`src/rtl/rr_onehot_scheduler.sv`:
```
// Round-robin scheduler: one registered one-hot grant at a time, offset-binary
// grant code of the winner, hold-time limit with a timeout pulse on expiry.
module rr_onehot_scheduler #(
    parameter int INPUTS   = 8,
    parameter int WIDTH    = 8,
    parameter int OFFSET   = 54,
    parameter int MAX_HOLD = 15
) (
    input  logic              clk,
    input  logic              rst_n,
    input  logic              enable,
    input  logic [INPUTS-1:0] req,
    output logic [INPUTS-1:0] grant,
    output logic              grant_valid,
    output logic [WIDTH-1:0]  grant_code,
    output logic              timeout
);

    localparam int IW = (INPUTS > 1) ? $clog2(INPUTS) : 1;
    localparam int CW = (MAX_HOLD > 0) ? $clog2(MAX_HOLD + 1) : 1;
    localparam logic [CW-1:0] HOLD_MAX = CW'(MAX_HOLD);
    localparam logic [IW-1:0] LAST_IDX = IW'(INPUTS - 1);

    typedef enum logic {ST_IDLE, ST_GRANT} state_t;

    function automatic logic [WIDTH-1:0] code_of(input logic [IW-1:0] idx);
        return WIDTH'(OFFSET) + WIDTH'(idx);
    endfunction

    // Returns {found, index}; scanned farthest-first so the bit nearest ptr wins.
    function automatic logic [IW:0] rr_pick(input logic [INPUTS-1:0] r,
                                            input logic [IW-1:0]     p);
        logic [IW:0] res;
        int          j;
        res = '0;
        for (int k = INPUTS - 1; k >= 0; k--) begin
            j = int'(p) + k;
            if (j >= INPUTS) j = j - INPUTS;
            if (r[IW'(j)]) res = {1'b1, IW'(j)};
        end
        return res;
    endfunction

    state_t            state_q, state_d;
    logic [INPUTS-1:0] grant_q, grant_d;
    logic [IW-1:0]     idx_q, idx_d;
    logic [IW-1:0]     ptr_q, ptr_d;
    logic [CW-1:0]     cnt_q, cnt_d;
    logic [WIDTH-1:0]  code_q, code_d;
    logic              valid_q, valid_d;
    logic              timeout_q, timeout_d;
    logic [IW:0]       pick;

    always_comb begin
        state_d   = state_q;
        grant_d   = grant_q;
        idx_d     = idx_q;
        ptr_d     = ptr_q;
        cnt_d     = cnt_q;
        timeout_d = 1'b0;
        pick      = rr_pick(req, ptr_q);
        case (state_q)
            ST_IDLE: begin
                if (enable && pick[IW]) begin
                    state_d = ST_GRANT;
                    idx_d   = pick[IW-1:0];
                    grant_d = INPUTS'(1) << pick[IW-1:0];
                    cnt_d   = CW'(1);
                end
            end
            ST_GRANT: begin
                // Only the winner's own request line matters during a tenure.
                if (!req[idx_q] || (MAX_HOLD != 0 && cnt_q == HOLD_MAX)) begin
                    state_d   = ST_IDLE;
                    grant_d   = '0;
                    cnt_d     = '0;
                    ptr_d     = (idx_q == LAST_IDX) ? '0 : idx_q + IW'(1);
                    timeout_d = req[idx_q];
                end else if (cnt_q != '1) begin
                    cnt_d = cnt_q + CW'(1);
                end
            end
            default: state_d = ST_IDLE;
        endcase
        valid_d = (state_d == ST_GRANT);
        code_d  = valid_d ? code_of(idx_d) : '0;
    end

    always_ff @(posedge clk) begin
        if (!rst_n) begin
            state_q   <= ST_IDLE;
            grant_q   <= '0;
            idx_q     <= '0;
            ptr_q     <= '0;
            cnt_q     <= '0;
            code_q    <= '0;
            valid_q   <= 1'b0;
            timeout_q <= 1'b0;
        end else begin
            state_q   <= state_d;
            grant_q   <= grant_d;
            idx_q     <= idx_d;
            ptr_q     <= ptr_d;
            cnt_q     <= cnt_d;
            code_q    <= code_d;
            valid_q   <= valid_d;
            timeout_q <= timeout_d;
        end
    end

    assign grant       = grant_q;
    assign grant_valid = valid_q;
    assign grant_code  = code_q;
    assign timeout     = timeout_q;

endmodule

```
`config.mk`:
```
export PLATFORM = sky130hd
export DESIGN_NAME = rr_onehot_scheduler
export DESIGN_NICKNAME = d
export VERILOG_FILES = /design/src/rtl/rr_onehot_scheduler.sv
export SDC_FILE = /design/constraint.sdc
export NUM_CORES = 1
export LEC_CHECK = 0
export ABC_AREA = 1
export CAP_MARGIN = 25
export CORE_MARGIN = 1.5
export CORE_UTILIZATION = 45
export DETAILED_ROUTE_END_ITERATION = 7
export PLACE_DENSITY = 0.77
export SYNTH_ARGS = -nofsm -noshare
export SYNTH_HDL_FRONTEND = slang
export SYNTH_SLANG_ARGS = --single-unit
```
`constraint.sdc`:
```
create_clock -name clk -period 2.8 [get_ports clk]
set_input_delay 0.28 -clock clk [delete_from_list [all_inputs] [get_ports clk]]
set_output_delay 0.28 -clock clk [all_outputs]
set_load 0.01 [all_outputs]
```
==> impl_metrics.py <==
metrics = {
    "die": {
        "initial_core_util_pct": 46.5,
        "dieArea_um2": 4490,
        "core-area_um2": 3970,
        "ios": 29,
        "num_rows": 23,
        "die-width_um": 67.0,
        "die_h_um": 67.0,
    },
    "placed_design": {
        "hpwl_um": 3350,
        "gp_congestion": 0.992,
        "place_ws_ns": 0.236,
        "io_buffers": 26,
    },
    "timing": {
        "tightest_slew_ns": 0.499,
        "setup_violations": 0,
        "report.final.slew_viol_count": 0,
        "finClkSkew_ns": 0.00224,
        "setup_tns_ns": 0,
        "layout_setup_ws_ns": 0.297,
        "fin_crit_ns": 2.50,
        "finalHoldViolations": 0,
        "fin_crit_sh_pct": 89.4,
        "rsz0062_at_grt": "false",
        "fmax_mhz": 399,
        "max_slew_margin_pct": 66.7,
    },
    "synthesis": {
        "synth-seq-area-share_pct": 27.1,
        "yosys.area.top_type": "dfxtp_1",
        "syn_area_per_cell_um2": 6.84,
        "synth_cell_types": 32,
        "yosys_warnings": 0,
        "synth_area_um2": 1850,
        "synth-seq-cells": 25,
        "synthCells": 270,
        "synth_area_leaders": "dfxtp_1, nand2_1, nand3_2",
        "synth.top_cell.area_share_pct": 27.1,
    },
    "pwr": {
        "leakagePower_nw": 0.984,
        "switching_share_pct": 41.8,
        "power_frac_clock_pct": 18.4,
        "power.switching_mw": 0.500,
        "powerDensity_nw_per_um2": 551,
        "finalPower_mw": 1.20,
        "seqPwrFrac_pct": 34.7,
        "combPwrFrac_pct": 46.9,
        "power.internal_mw": 0.697,
        "peakVddDrop_v": 0.000491,
    },
    "critical_path": {
        "critPathCaptureType": "flip-flop",
        "worst_path_max_delay_cell": "dfxtp_1",
        "max_stage_delay_ns": 0.49,
        "cp_top_family": "simple AND/OR/NAND/NOR gates",
        "critPathLaunchType": "flip-flop",
        "crit_path_max_fanout": 9,
        "critPathRequiredTime_ns": 3.01,
        "path_buf_inv": 2,
        "cp_cell_sequence": "inv_12 > ha_2 > inv_2 > nand3_1 > nand3_1 > nand2_2 > nor2_4 > nand2_2 > o21ai_2 > nor2_2 > nand3_1 > nand2_2 > nand3_2 > a21oi_2",
        "crit_type": "reg2reg",
        "cp_data_arrival_time_ns": 2.72,
    },
    "cts": {
        "postCtsHoldBufs": 0,
        "cts_buffers": 3,
        "cts_resized": 0,
        "clock_path_buffers": 2,
        "htree_num_levels": 1,
        "clkTransAtPathRegs_ns": 0.09,
        "cts_tree": "built",
        "clock_sinks": 25,
        "insertion_delay_ns": 0.27,
        "cts_setup_buffers": 0,
        "root_buffer": "clkbuf_8",
    },
    "detailed_routing": {
        "via_count": 1770,
        "wl_per_cell_um": 12.2,
        "routedLengthMet1_um": 1990,
        "top_layer": "met4",
        "totalWireLength_um": 4200,
        "wl_met2_um": 2020,
        "drtAntennaViolNets": 0,
        "wl_met3_um": 126,
        "drt-initial-drc-count": 74,
        "vias_per_cell": 5.13,
        "drcViolationCount": 0,
        "dr.pass1.iters": 4,
    },
    "global_routing": {
        "grt_usage_pct": 20.2,
        "grt_pass1_wl_um": 7070,
        "grt_max_degree": 16,
        "antenna_found_initial": 0,
        "grt_pass1_vias": 1597,
        "grt.overflow.total": 0,
    },
    "layout": {
        "multi_input_area_um2": 1150,
        "layout-drive-gt1-share_pct": 19.7,
        "area_growth_pct": 17.8,
        "nets": 312,
        "seq_area_um2": 500,
        "most-common-layout-cells": "nand2_1, nand3_1, clkdlybuf4s50_1, dfxtp_1, inv_1",
        "utilization_pct": 54.7,
        "layout_commonest_cell": "nand2_1",
        "num-fill-cells": 403,
        "diodes": 0,
    },
    "status": {
        "status": "finished, final reports clean",
    },
    "flow_run": {
        "maxCapViolCount": 0,
    },
    "worst_hold_path": {
        "min_path_type": "reg2reg",
    },
}
## cells by family (layout without fill, tap and decap cells)
| logic type | count (synthesis) | count (layout) | synth area share, % |
|---|---|---|---|
| and+or+nand+nor | 161 | 161 | 45.3 |
| buffers and inverters | 39 | 63 | 10.6 |
| AOI/OAI and AO/OA | 36 | 36 | 10.8 |
| DFF | 25 | 25 | 27.1 |
| adders and majority gates | 5 | 5 | 3.39 |
| muxes | 2 | 2 | 1.08 |
| other | 1 | 2 | 0.203 |
| xor gates and xnor gates | 1 | 1 | 1.49 |
## cells in the mapped netlist
| library cell | instances |
|---|---|
| a21oi_1 | 19 |
| a21oi_2 | 1 |
| a31oi_1 | 1 |
| buf_2 | 1 |
| buf_4 | 3 |
| buf_6 | 3 |
| clkbuf_1 | 1 |
| conb_1 | 1 |
| dfxtp_1 | 25 |
| ha_1 | 5 |
| inv_1 | 24 |
| inv_12 | 1 |
| inv_2 | 5 |
| inv_4 | 1 |
| mux2i_1 | 2 |
| nand2_1 | 64 |
| nand2_2 | 18 |
| nand2_4 | 1 |
| nand3_1 | 31 |
| nand3_2 | 18 |
| nand4_1 | 2 |
| nor2_1 | 22 |
| nor2_2 | 2 |
| nor2_4 | 2 |
| o211ai_1 | 1 |
| o21a_1 | 1 |
| o21ai_0 | 10 |
| o21ai_2 | 1 |
| o221ai_1 | 1 |
| o22ai_1 | 1 |
| or2_1 | 1 |
| xnor2_4 | 1 |
## worst paths after layout
check | startpoint | to | slack (ns) | cells past startpoint
max | ptr_q[1]$_SDFFE_PN0P_ | grant_code[2]$_SDFF_PN0_ | 0.30 | 14
min | grant[4]$_SDFFE_PN0P_ | grant[4]$_SDFFE_PN0P_ | 0.47 | 2
max reg2reg | ptr_q[1]$_SDFFE_PN0P_ | grant_code[2]$_SDFF_PN0_ | 0.30 | 14
min reg2reg | grant[4]$_SDFFE_PN0P_ | grant[4]$_SDFFE_PN0P_ | 0.47 | 2
## sequential cells by signal, summed over array words and instances, names as in the netlist
name         count
grant            8
grant_code       5
cnt_q            4
idx_q            3
ptr_q            3
grant_valid      1
timeout          1
## area by class of cell
type | count | share of cell area (%)
clock buffers | 3 | 1.90
multi-input cells | 207 | 53.1
flip-flops and latches | 25 | 23.0
inverters | 31 | 6.04
well taps | 50 | 2.88
clock inverters | 1 | 0.345
repair buffers | 28 | 12.7
## through the flow
step | hold slack [ns] | area, um^2 | cells
after floorplan | 0.444 | 1850 | 271
after global placement | 0.453 | 2120 | 341
after detailed placement | 0.458 | 2120 | 341
after CTS | 0.472 | 2170 | 345
after global routing | 0.487 | 2170 | 345
final | 0.469 | 2170 | 345
## power by group through the flow
stage	registers, mW	logic, mW	clock network (mW)
3_5_place_dp	0.424	0.554	0
2_1_floorplan	0.427	0.413	0
6_report	0.416	0.561	0.220
4_1_cts	0.417	0.557	0.225
5_1_grt	0.421	0.627	0.237
3_3_place_gp	0.424	0.554	0
## worst register-to-register path: stages (launching register included)
cell and delay [ns]:
dfxtp_1 0.49, inv_12 0.06, ha_2 0.43, inv_2 0.08, nand3_1 0.14, nand3_1 0.12, nand2_2 0.14, nor2_4 0.05
nand2_2 0.06, o21ai_2 0.08, nor2_2 0.22, nand3_1 0.21, nand2_2 0.14, nand3_2 0.08, a21oi_2 0.14
## routing by layer
| layer | global-route usage, % | up-vias |
|---|---|---|
| met1 | 25.7 | 801 |
| met3 | 1.86 | 6 |
| met4 | 7.91 | 0 |
| met2 | 34.8 | 39 |
| met5 | 0 | - |
| li1 | - | 924 |
Note: power is estimated with default switching activity, not from simulation.
